<file path="config.mk">
export PLATFORM = sky130hd
export DESIGN_NAME = fsm_ones
export DESIGN_NICKNAME = d
export VERILOG_FILES = /design/src/rtl/fsm_ones_pkg.sv /design/src/rtl/fsm_ones_mealy_1.sv /design/src/rtl/fsm_ones_mealy_2.sv /design/src/rtl/fsm_ones_moore_1.sv /design/src/rtl/fsm_ones.sv
export SDC_FILE = /design/constraint.sdc
export NUM_CORES = 1
export LEC_CHECK = 0
export ABC_AREA = 1
export BUFFER_PORTS_ARGS = -buffer_cell sky130_fd_sc_hd__buf_4
export CORE_AREA = 3 3 40 42
export CTS_CLUSTER_SIZE = 8
export DETAILED_ROUTE_END_ITERATION = 10
export DIE_AREA = 0 0 43 45
export PLACE_DENSITY = 0.39
export SLEW_MARGIN = 20
export SYNTH_ARGS = -nofsm -noshare
export SYNTH_HDL_FRONTEND = slang
export SYNTH_SLANG_ARGS = --single-unit
</file>
<file path="constraint.sdc">
create_clock -name clk -period 0.9 [get_ports clk]
set_input_delay 0.09 -clock clk [delete_from_list [all_inputs] [get_ports clk]]
set_output_delay 0.09 -clock clk [all_outputs]
set_load 0.01 [all_outputs]
</file>
<file path="src/rtl/fsm_ones_pkg.sv">
// Shared state encodings and widths for the three-consecutive-ones detectors.
package fsm_ones_pkg;

  localparam int MEALY_STATE_W = 2;
  localparam int MOORE_STATE_W = 2;

  typedef enum logic [MEALY_STATE_W-1:0] {
    ML_S0 = 2'd0,
    ML_S1 = 2'd1,
    ML_S2 = 2'd2
  } mealy_state_t;

  typedef enum logic [MOORE_STATE_W-1:0] {
    MR_S0 = 2'd0,
    MR_S1 = 2'd1,
    MR_S2 = 2'd2,
    MR_S3 = 2'd3
  } moore_state_t;

  // Mealy next state is shared by both Mealy variants.
  function automatic mealy_state_t mealy_next(input mealy_state_t cur, input logic bit_in);
    mealy_state_t nxt;
    nxt = ML_S0;
    if (bit_in) begin
      case (cur)
        ML_S0:   nxt = ML_S1;
        ML_S1:   nxt = ML_S2;
        ML_S2:   nxt = ML_S2;
        default: nxt = ML_S0;
      endcase
    end
    return nxt;
  endfunction

endpackage

</file>
<file path="src/rtl/fsm_ones_mealy_1.sv">
// Mealy detector with a purely combinational output (zero latency).
//   state | meaning
//   ML_S0 | no ones seen since last 0 / reset
//   ML_S1 | one 1 seen
//   ML_S2 | two or more 1s seen
module fsm_ones_mealy_1
  import fsm_ones_pkg::*;
(
  input  logic clk,
  input  logic reset,
  input  logic data_in,
  output logic detect
);

  mealy_state_t state_q;
  mealy_state_t state_d;

  always_ff @(posedge clk) begin
    if (!reset) state_q <= ML_S0;
    else        state_q <= state_d;
  end

  // Output is gated by reset so nothing escapes while reset is held low.
  always_comb begin
    state_d = mealy_next(state_q, data_in);
    detect  = (state_q == ML_S2) && data_in && reset;
  end

endmodule

</file>
<file path="src/rtl/fsm_ones_mealy_2.sv">
// Mealy detector whose output is registered, giving one clock of latency.
//   state | meaning
//   ML_S0 | no ones seen since last 0 / reset
//   ML_S1 | one 1 seen
//   ML_S2 | two or more 1s seen
module fsm_ones_mealy_2
  import fsm_ones_pkg::*;
(
  input  logic clk,
  input  logic reset,
  input  logic data_in,
  output logic detect
);

  mealy_state_t state_q;
  mealy_state_t state_d;
  logic         detect_d;
  logic         detect_q;

  always_ff @(posedge clk) begin
    if (!reset) begin
      state_q  <= ML_S0;
      detect_q <= 1'b0;
    end else begin
      state_q  <= state_d;
      detect_q <= detect_d;
    end
  end

  always_comb begin
    state_d  = mealy_next(state_q, data_in);
    detect_d = (state_q == ML_S2) && data_in;
  end

  assign detect = detect_q;

endmodule

</file>
<file path="src/rtl/fsm_ones_moore_1.sv">
// Moore detector: output decoded from the state register alone.
//   state | meaning
//   MR_S0 | no ones seen since last 0 / reset
//   MR_S1 | one 1 seen
//   MR_S2 | two 1s seen
//   MR_S3 | three or more 1s seen (detect)
module fsm_ones_moore_1
  import fsm_ones_pkg::*;
(
  input  logic clk,
  input  logic reset,
  input  logic data_in,
  output logic detect
);

  moore_state_t state_q;
  moore_state_t state_d;

  always_ff @(posedge clk) begin
    if (!reset) state_q <= MR_S0;
    else        state_q <= state_d;
  end

  always_comb begin
    state_d = MR_S0;
    if (data_in) begin
      case (state_q)
        MR_S0:   state_d = MR_S1;
        MR_S1:   state_d = MR_S2;
        MR_S2:   state_d = MR_S3;
        MR_S3:   state_d = MR_S3;
        default: state_d = MR_S0;
      endcase
    end
    detect = (state_q == MR_S3);
  end

endmodule

</file>
<file path="src/rtl/fsm_ones.sv">
// Wrapper running the three ones-detector variants side by side on one input.
module fsm_ones
  import fsm_ones_pkg::*;
(
  input  logic clk,
  input  logic reset,
  input  logic data_in,
  output logic detect_mealy_1,
  output logic detect_mealy_2,
  output logic detect_moore_1
);

  fsm_ones_mealy_1 u_mealy_1 (
    .clk     (clk),
    .reset   (reset),
    .data_in (data_in),
    .detect  (detect_mealy_1)
  );

  fsm_ones_mealy_2 u_mealy_2 (
    .clk     (clk),
    .reset   (reset),
    .data_in (data_in),
    .detect  (detect_mealy_2)
  );

  fsm_ones_moore_1 u_moore_1 (
    .clk     (clk),
    .reset   (reset),
    .data_in (data_in),
    .detect  (detect_moore_1)
  );

endmodule

</file>
==> key figures, run 1 <==
Global routing
  • Met3 Track Usage GR: 2.789%
  • Initial antenna violation count: 0
  • Met1 usage: 5.085%
  • Met2 Usage GRT: 8.982%
  • Largest net degree at the start of global routing: 9
  • GRT Max-Usage Layer: met4
  • Tot GR Track Use: 6.088%
  • First-pass GRT wire length: 765 um
  • Residual overflow from global routing: 0
  • Vias in the first global route: 213

Setup path
  • R2R Path Start: u_mealy_1.state_q[0]
  • Crit path to: detect_mealy_1
  • Crit. End Element: output port
  • Reg2Reg Setup Slack: 10 ps
  • Crit path launch: u_mealy_1.state_q[0]
  • Startpoint Class: flop
  • CP arrival: 960 ps
  • WS Path Type: reg -> out
  • Reg2reg end: u_mealy_1.state_q[1]
  • Worst-case reg-to-reg path depth: 5
  • Crit Path Max Fanout: 2
  • WP data required: 810 ps

CTS
  • Clock-pin slew on the worst setup and hold paths: 50 ps
  • CTS root buf: clkbuf_4
  • CTS buffer count: 3
  • Worst-Skew Late Latency: 250 ps
  • CTS sink cnt: 7
  • CTS tree: done
  • Cts hold-fix bufs: 0
  • H-tree depth: 1
  • Max clock buf depth: 2

Logic synthesis
  • Post-synth top area share: 48.91%
  • Count of cell types in the netlist: 8
  • #FFs+latches synth: 7
  • Post-Synth Simple-Gate Area: 14.85%
  • Register area share after synthesis: 48.91%
  • Most instantiated cells after synthesis: inv_1 (12), dfxtp_1 (7), nor2_1 (7)
  • Syn_area_per_cell: 8.427 um2
  • XOR/XNOR Fraction of Synth Area: 0%
  • Post-Synth Adder-Cell Area: 17.47%
  • Cell taking the most area after synthesis: dfxtp_1
  • Async SR Flop Fraction: 0%
  • Synth Area in Compound Gates: 3.057%
  • Post-synth EDFFs: 0
  • Area contributors post-synth: dfxtp_1 (49%), ha_1 (17%), inv_1 (16%)
  • Largest family of logic cells by synthesized area: adder cells
  • Most common cell in the netlist: inv_1
  • Ys Warns: 0
  • Post-synthesis cell count: 34
  • Cell Area, Synth: 286.5 um2
  • Post-synthesis mux area share: 0%
  • Syn nets: 41
  • Synth Flop Type: dfxtp_1

Cells and area
  • Fraction of layout cells with a size suffix above 1: 46.67%
  • Sequential cell area: 145.1 um2
  • Inserted Diodes: 0
  • Cell area after layout: 417.9 um2
  • Layout Cells excl Fill: 60
  • Area Overhead vs Synth: 45.85%
  • Fillers: 139
  • Multi-input logic area: 126.4 um2
  • Final net count: 53

Placed design
  • PortBufs: 5
  • Final Wtd Congestion: 0.5562
  • Post-DP HPWL: 316.2 um
  • Placed Instances: 54
  • Placed Area: 342.8 um2

Power
  • Leakage: 0.1973 nW
  • Cell area power density: 1643 mW/mm2
  • Maximum VDD drop: 0.0006245 V
  • Pwr Total: 0.6866 mW

STA
  • Hold Vio Cnt, Final: 0
  • Final Skew: 0.01690 ps
  • RSZ-0062 raised after global routing: true
  • Worst Hold Margin: 162.9 ps
  • Slew @ Worst Pin: 176.9 ps
  • Fmax: 948.3 MHz
  • Post-layout worst setup margin: -154.5 ps
  • Total negative slack: -154.5 ps
  • Final Setup Violations: 1
  • Slew HR: 88.17%
  • Final slew viol count: 0
  • Period utilization: 117.2%
  • Crit path time final: 1055 ps

Route
  • Initial DRC count: 2
  • WL final: 449 um
  • Via count: 219
  • Routed wire per std cell: 7.483 um
  • Pre-antenna DRT Iters: 4
  • DRC Markers: 0
  • Final antenna-violating net count: 0
  • Vias per inst: 3.650

Die
  • Die Footprint: 0.001935 mm2
  • Row cnt: 13
  • Die Width: 43 um
  • Core Area: 0.001285 mm2
  • Die height: 45 um
  • Num ports: 6
  • Initial Util: 22.30%

Outcome
  • Failing checks: negative setup slack
  • Status: complete, but fails checks

Flow run
  • Max-cap viol count: 0

Hold path
  • Hold Crit Class: in -> reg
-- cell usage in the layout (no fill, tap or decap), drive strengths merged --
cell type   n
inv        12
nor2        8
buf         7
dfxtp       7
clkbuf      4
ha          4
nand2       2
a21oi       1
-- layer usage --
metal | wire [um] | part of all wire [%]
met1 | 183 | 41
met4 | 21 | 4.7
met3 | 34 | 7.6
met5 | 0 | 0
met2 | 208 | 46
-- area by class of cell --
type                    count  share of cell area, %
clock buffers               4                  6.287
flip-flops and latches      7                  34.73
multi-input cells          15                  30.24
inverters                  12                  10.78
well taps                  15                  4.491
repair buffers              7                  13.47
-- critical path, stage by stage, from the launching register on --
cell,delay (ps)
dfxtp_2,310
inv_2,60
ha_4,120
inv_2,20
nor2_1,70
buf_4,120
-- per-stage QoR --
step                setup WS, ps  utilization (%)
global placement           77.07            26.68
floorplan                  106.0                -
detailed placement         57.57            26.68
finish                    -154.5            32.52
global route              -221.9            32.52
CTS                       -168.3            32.23
-- sequential cells by signal (all words and copies together) (netlist names) --
register,flops
u_mealy_2.state_q,2
u_moore_1.state_q,2
u_mealy_1.state_q,2
u_mealy_2.detect,1
-- power by group --
part,switching [mW],leakage (nW),internal [mW]
combinational,0.0330,0.123,0.0318
clock,0.120,0.0150,0.169
sequential,0.00673,0.0589,0.326
total,0.160,0.197,0.527
-- what timing repair did --
action / 4_1_cts / 5_1_grt
setup buffers: 2 / 1
resized for setup: 9 / 1
cloned: 0 / 0
setup endpoints to repair: 2 / 3
pin swaps: 2 / 1
-- how the worst min path moves through the flow --
stage                     cells past startpoint  startpoint              endpoint  slack, ps
after floorplan                               2     data_in  u_moore_1.state_q[0]        290
after global placement                        3     data_in  u_mealy_1.state_q[1]        420
after detailed placement                      3     data_in      u_mealy_2.detect        430
after CTS                                     3     data_in      u_mealy_2.detect        160
after global routing                          3     data_in  u_mealy_2.state_q[1]        180
final                                         3     data_in      u_mealy_2.detect        160
-- logic make-up after synthesis --
family                   count (synthesis)
buffers and inverters                   12
adder cells (fa/ha/maj)                  4
AO/OA/AOI/OAI                            1
AND/OR/NAND/NOR                         10
flip-flops                               7
(Power assumes the default switching activity.)
==> run 2, diff against run 1 <==
--- a/config.mk
+++ b/config.mk
@@ -5,7 +5,6 @@
 export SDC_FILE = /design/constraint.sdc
 export NUM_CORES = 1
 export LEC_CHECK = 0
-export ABC_AREA = 1
 export BUFFER_PORTS_ARGS = -buffer_cell sky130_fd_sc_hd__buf_4
 export CORE_AREA = 3 3 40 42
 export CTS_CLUSTER_SIZE = 8
==> constraint.sdc (replaced) <==
create_clock -name clk -period 1.15 [get_ports clk]
set_input_delay 0.115 -clock clk [delete_from_list [all_inputs] [get_ports clk]]
set_output_delay 0.115 -clock clk [all_outputs]
set_load 0.01 [all_outputs]
==> run 2 against run 1 <==
The flow now finishes without violations. Sequential power fell by 22%. First-iteration DRC count fell by 100%. Clock power fell by 21%. Sequential share of layout area rose by 1.7 points. Largest power group unchanged. Non-clock buffer count fell by 1. Via count fell by 8.2%. Sequential cell count did not move. Core utilization fell by 2.0 points. Clock-buffer cell count did not move. Clock skew rose by 0.84 ps. Wire length rose by 5.8%. Global-route usage rose by 0.49 points.
==> key figures, run 2 <==
Outcome
  • Status: finished clean

Cells and area
  • Area Overhead vs Synth: 40.99%
  • Final net count: 45 (-15%)
  • Cell area after layout: 391.6 um2 (-6.3%)
  • Most frequent cells in the layout: and3_1 (5), buf_4 (5), dfxtp_1 (5)
  • Largest registers: u_mealy_1.state_q: 2 flops, u_mealy_2.state_q: 2 flops, u_moore_1.state_q: 2 flops
  • Layout Utilization: 30.48% (-2.0 points)
  • Fraction of layout cells with a size suffix above 1: 45.95% (-0.72 points)
  • Inserted Diodes: 0 (unchanged)

Power
  • Maximum VDD drop: 0.0004713 V (-25%)
  • Cell area power density: 1348 mW/mm2 (-18%)
  • Leakage: 0.1814 nW (-8.1%)

Route
  • Routed wire per std cell: 9.135 um (+22%)
  • WL final: 475 um (+5.8%)
  • Pre-antenna DRT Iters: 1 (-3)
  • Vias per inst: 3.865 (+5.9%)
  • DRC Markers: 0 (unchanged)
  • Final antenna-violating net count: 0 (unchanged)
  • Via count: 201 (-8.2%)
  • Initial DRC count: 0 (-2)

Die
  • Row cnt: 13 (unchanged)
  • Initial Util: 21.62% (-0.68 points)
  • Num ports: 6 (unchanged)
  • Die Footprint: 0.001935 mm2 (unchanged)
  • Die height: 45 um (unchanged)
  • Core Area: 0.001285 mm2 (unchanged)
  • Die Width: 43 um (unchanged)

CTS
  • CTS tree: done
  • Max clock buf depth: 2 (unchanged)
  • Worst-Skew Late Latency: 250 ps (about the same)
  • Clock-pin slew on the worst setup and hold paths: 50 ps (about the same)
  • CTS sink cnt: 7 (unchanged)
  • CTS buffer count: 3 (unchanged)
  • CTS root buf: clkbuf_4
  • H-tree depth: 1 (unchanged)

Logic synthesis
  • Cell taking the most area after synthesis: dfxtp_1
  • Post-synthesis cell count: 27 (-21%)
  • Post-synth EDFFs: 0 (unchanged)
  • Syn nets: 34 (-17%)
  • Most common cell in the netlist: dfxtp_1
  • Post-synth top area share: 50.45% (+1.5 points)
  • Async SR Flop Fraction: 0% (unchanged)
  • Register area share after synthesis: 50.45% (+1.5 points)
  • Syn_area_per_cell: 10.29 um2 (+22%)
  • Area contributors post-synth: dfxtp_1 (50%), ha_1 (18%), and3_1 (14%)
  • Ys Warns: 0 (unchanged)
  • Count of cell types in the netlist: 9 (+1)
  • #FFs+latches synth: 7 (unchanged)
  • Synth Flop Type: dfxtp_1
  • Cell Area, Synth: 277.8 um2 (-3.1%)
  • Most instantiated cells after synthesis: dfxtp_1 (7), and3_1 (6), inv_1 (5)

Placed design
  • PortBufs: 5 (unchanged)
  • Placed Area: 334.1 um2 (-2.6%)
  • Final Wtd Congestion: 0.5808 (+4.4%)
  • Post-DP HPWL: 333.4 um (+5.4%)

Setup path
  • WP data required: 1030 ps (+220 ps)
  • WS Path Type: reg -> out
  • CP arrival: 1000 ps (+40 ps)
  • Crit. End Element: output port
  • Startpoint Class: flop
  • Crit Path Max Fanout: 2 (unchanged)

Global routing
  • Initial antenna violation count: 0 (unchanged)
  • Largest net degree at the start of global routing: 8 (-1)
  • Tot GR Track Use: 6.583% (+0.49 points)
  • Vias in the first global route: 224 (+5.2%)
  • First-pass GRT wire length: 828 um (+8.2%)
  • Residual overflow from global routing: 0 (unchanged)

STA
  • RSZ-0062 raised after global routing: true
  • Period utilization: 97.37%
  • Fmax: 893.0 MHz
  • Final Skew: 0.8581 ps (+0.8412 ps)
  • Final slew viol count: 0 (unchanged)
  • Final Setup Violations: 0 (-1)
  • Crit path time final: 1120 ps
  • Slew HR: 91.88% (+3.7 points)
  • Slew @ Worst Pin: 121.6 ps (-55.30 ps)
  • Hold Vio Cnt, Final: 0 (unchanged)

Flow run
  • Max-cap viol count: 0 (unchanged)

Hold path
  • Hold Crit Class: in -> reg
-- run 2: routing by layer --
layer / vias to the layer above / track usage (%) / share of wire [%]
li1: 104 / - / -
met1: 90 / 6.280 / 41
met2: 5 / 8.683 / 49
met3: 2 / 3.586 / 6.3
met4: 0 / 9.036 / 2.5
met5: - / 0 / 0
-- run 2: final timing paths --
| check | start | end | slack (ps) | cells past startpoint |
|---|---|---|---|---|
| max | u_mealy_1.state_q[0] | detect_mealy_1 | 30 | 4 |
| min | data_in | u_mealy_2.detect | 140 | 2 |
| max reg2reg | u_mealy_1.state_q[0] | u_mealy_1.state_q[1] | 120 | 4 |
| min reg2reg | u_moore_1.state_q[1] | u_moore_1.state_q[0] | 460 | 2 |
-- run 2: worst max-delay path: stages, from the launching register on --
cell and delay, ps:
dfxtp_2 320, inv_2 40, ha_4 140, and3_4 140, buf_6 110
-- run 2: power breakdown --
part	internal [mW]	leakage [nW]	switching, mW
Combinational	0.0203	0.108	0.0199
Clock	0.133	0.0150	0.0950
Sequential	0.254	0.0581	0.00611
-- run 2: kinds of logic after synthesis --
family	after synthesis	synth area share, %
DFF	7	50.45
adders and majority gates	4	18.02
and+or+nand+nor	10	21.63
buffers and inverters	5	6.757
AOI/OAI and AO/OA	1	3.154
-- run 2: timing repair --
item | CTS | global route
hold buffers | 0 | 0
pin swaps | 2 | 0
resized for setup | 3 | 4
setup buffers | 1 | 0
endpoints found under the setup margin | 1 | 1
-- run 2: cell type report --
class                           instances  area, um2
Timing Repair Buffer                    6      48.80
Fill cell                             133      893.4
Tap cell                               15      18.77
Clock buffer                            4      26.28
Multi-Input combinational cell         15      136.4
Sequential cell                         7      142.6
Inverter                                5      18.77
-- run 2: through the flow --
stage / power (mW) / setup TNS (ps) / std cells / worst slack, ps / hold WS (ps)
after floorplan: 0.2820 / 0 / 27 / 277.8 / 250.0
after global placement: 0.2956 / 0 / 47 / 214.4 / 391.5
after detailed placement: 0.2989 / 0 / 47 / 208.5 / 397.0
after CTS: 0.5381 / -7.743 / 52 / -7.743 / 133.0
after global routing: 0.5611 / -18.05 / 52 / -18.05 / 148.1
final: 0.5281 / 0 / 52 / 30.20 / 140.4
==> run 3, diff against run 2 <==
--- a/config.mk
+++ b/config.mk
@@ -5,13 +5,15 @@
 export SDC_FILE = /design/constraint.sdc
 export NUM_CORES = 1
 export LEC_CHECK = 0
+export ABC_AREA = 1
 export BUFFER_PORTS_ARGS = -buffer_cell sky130_fd_sc_hd__buf_4
 export CORE_AREA = 3 3 40 42
 export CTS_CLUSTER_SIZE = 8
 export DETAILED_ROUTE_END_ITERATION = 10
 export DIE_AREA = 0 0 43 45
-export PLACE_DENSITY = 0.39
+export PLACE_DENSITY_LB_ADDON = 0.05
 export SLEW_MARGIN = 20
 export SYNTH_ARGS = -nofsm -noshare
 export SYNTH_HDL_FRONTEND = slang
 export SYNTH_SLANG_ARGS = --single-unit
+export TNS_END_PERCENT = 100
==> run 3 against run 2 <==
Register-to-register slack better by 80 ps. Clock-buffer cell count stayed put. Worst setup slack better by 44 ps. Non-clock buffer count stayed put. First-iteration DRC count is 4 higher. Largest power group unchanged. Critical endpoint unchanged. Sequential cell count stayed put.
==> key figures, run 3 (synthesis gave the netlist of run 1 again) <==
Outcome
  • Status: finished clean

STA
  • Slew HR: 88.29% (-3.6 points)
  • Final Setup Violations: 0 (unchanged)
  • Period utilization: 93.52% (-3.9 points)
  • Total negative slack: 0 ps (unchanged)
  • Fmax: 929.9 MHz (+4.1%)
  • Worst Hold Margin: 190.7 ps (+50.32 ps)
  • Crit path time final: 1075 ps (-44.36 ps)
  • Final slew viol count: 0 (unchanged)
  • Hold Vio Cnt, Final: 0 (unchanged)
  • Slew @ Worst Pin: 175.0 ps (+53.39 ps)
  • Final Skew: 0.2525 ps (-0.6056 ps)

Die
  • Die height: 45 um (unchanged)
  • Core Area: 0.001285 mm2 (unchanged)
  • Die Footprint: 0.001935 mm2 (unchanged)
  • Initial Util: 22.30% (+0.68 points)
  • Row cnt: 13 (unchanged)
  • Die Width: 43 um (unchanged)
  • Num ports: 6 (unchanged)

Hold path
  • Hold Crit Class: in -> reg
  • Hold depth: 3 (+1)

Route
  • Initial DRC count: 4 (+4)
  • WL final: 453 um (-4.6%)
  • Final antenna-violating net count: 0 (unchanged)
  • Vias per inst: 3.458 (-11%)
  • DRC Markers: 0 (unchanged)
  • Routed wire per std cell: 7.678 um (-16%)
  • Pre-antenna DRT Iters: 2 (+1)
  • Via count: 204 (+1.5%)

CTS
  • CTS buffer count: 3 (unchanged)
  • Max clock buf depth: 2 (unchanged)
  • CTS root buf: clkbuf_4
  • CTS sink cnt: 7 (unchanged)
  • H-tree depth: 1 (unchanged)
  • CTS tree: done
  • Clock-pin slew on the worst setup and hold paths: 50 ps (about the same)
  • Worst-Skew Late Latency: 250 ps (about the same)
  • Cts hold-fix bufs: 0 (unchanged)

Power
  • Pint: 0.4064 mW (-0.15%)
  • Cell area power density: 1344 mW/mm2 (-0.33%)
  • Gate power share: 8.0% (+0.4 points)
  • Leakage: 0.1892 nW (+4.3%)
  • Switching power: 0.1199 mW (-0.92%)
  • Switching share of power: 22.79% (-0.14 points)
  • Clk pwr share: 42.5% (-0.6 points)
  • Pwr Total: 0.5264 mW (-0.33%)
  • Maximum VDD drop: 0.0004906 V (+4.1%)
  • Sequential share of power: 49.5% (+0.2 points)

Setup path
  • Crit Path Max Fanout: 2 (unchanged)
  • Worst-case reg-to-reg path depth: 5 (+1)
  • Startpoint Class: flop
  • WP data required: 1030 ps (about the same)
  • CP arrival: 960 ps (-40 ps)
  • WS Path Type: reg -> out
  • Crit. End Element: output port

Cells and area
  • Final net count: 52 (+16%)
  • Most frequent cells in the layout: inv_1 (11), nor2_1 (7), buf_4 (6)
  • Largest registers: u_mealy_1.state_q: 2 flops, u_mealy_2.state_q: 2 flops, u_moore_1.state_q: 2 flops
  • Inserted Diodes: 0 (unchanged)
  • Commonest non-fill, non-tap cell in the layout: inv_1
  • Fraction of layout cells with a size suffix above 1: 36.36% (-9.6 points)
  • Area Overhead vs Synth: 36.68%

Placed design
  • Post-DP HPWL: 318.2 um (-4.6%)
  • PortBufs: 5 (unchanged)
  • Final Wtd Congestion: 0.6340 (+9.2%)

Flow run
  • Max-cap viol count: 0 (unchanged)

Global routing
  • Residual overflow from global routing: 0 (unchanged)
  • Vias in the first global route: 185 (-17%)
  • Largest net degree at the start of global routing: 9 (+1)
  • First-pass GRT wire length: 717 um (-13%)
  • Initial antenna violation count: 0 (unchanged)
  • Tot GR Track Use: 5.848% (-0.74 points)
run 3: critical path, cell delays in order, from the launching register on:
cell,delay (ps)
dfxtp_2,310
inv_2,60
ha_4,120
inv_1,30
nor2_1,70
buf_4,120
run 3: final timing paths:
| kind | from | endpoint | slack (ps) |
|---|---|---|---|
| worst max-delay path | u_mealy_1.state_q[0] | detect_mealy_1 | 70 |
| worst min register to register | u_moore_1.state_q[1] | u_moore_1.state_q[0] | 480 |
| worst min-delay path | data_in | u_mealy_2.state_q[0] | 190 |
| worst max register to register | u_mealy_1.state_q[0] | u_mealy_1.state_q[1] | 200 |
run 3: repair_timing:
item                       CTS  global route
setup buffers                0             1
setup endpoints to repair    0             1
gates resized for setup      0             5
run 3: cell type report:
class / count / area (um2)
clock buffers: 4 / 26.28
fillers: 139 / 893.4
inverters: 12 / 45.04
multi-input cells: 15 / 113.9
flip-flops and latches: 7 / 142.6
well taps: 15 / 18.77
repair buffers: 6 / 45.04
run 3: per-stage QoR:
stage               cells  util [%]  instance area, um2  worst slack [ps]
floorplan              34         -               286.5             356.0
global placement       54     26.68               342.8             302.9
detailed placement     54     26.68               342.8             286.4
CTS                    58     28.72               369.1             7.647
global route           59     30.48               391.6            -6.884
finish                 59     30.48               391.6             74.57
run 3: routing by layer:
metal | global-route usage [%] | up-vias | share of wire, %
met5 | 0 | - | 0
met3 | 3.586 | 0 | 6.0
met4 | 7.229 | 0 | 0
li1 | - | 113 | -
met2 | 6.886 | 5 | 48
met1 | 6.326 | 86 | 45
run 3: power by group through the flow:
stage	clock, mW	sequential [mW]	combinational [mW]
2_1_floorplan	0	0.263	0.0260
3_3_place_gp	0	0.263	0.0371
3_5_place_dp	0	0.264	0.0385
4_1_cts	0.235	0.258	0.0387
5_1_grt	0.251	0.261	0.0509
6_report	0.224	0.261	0.0422
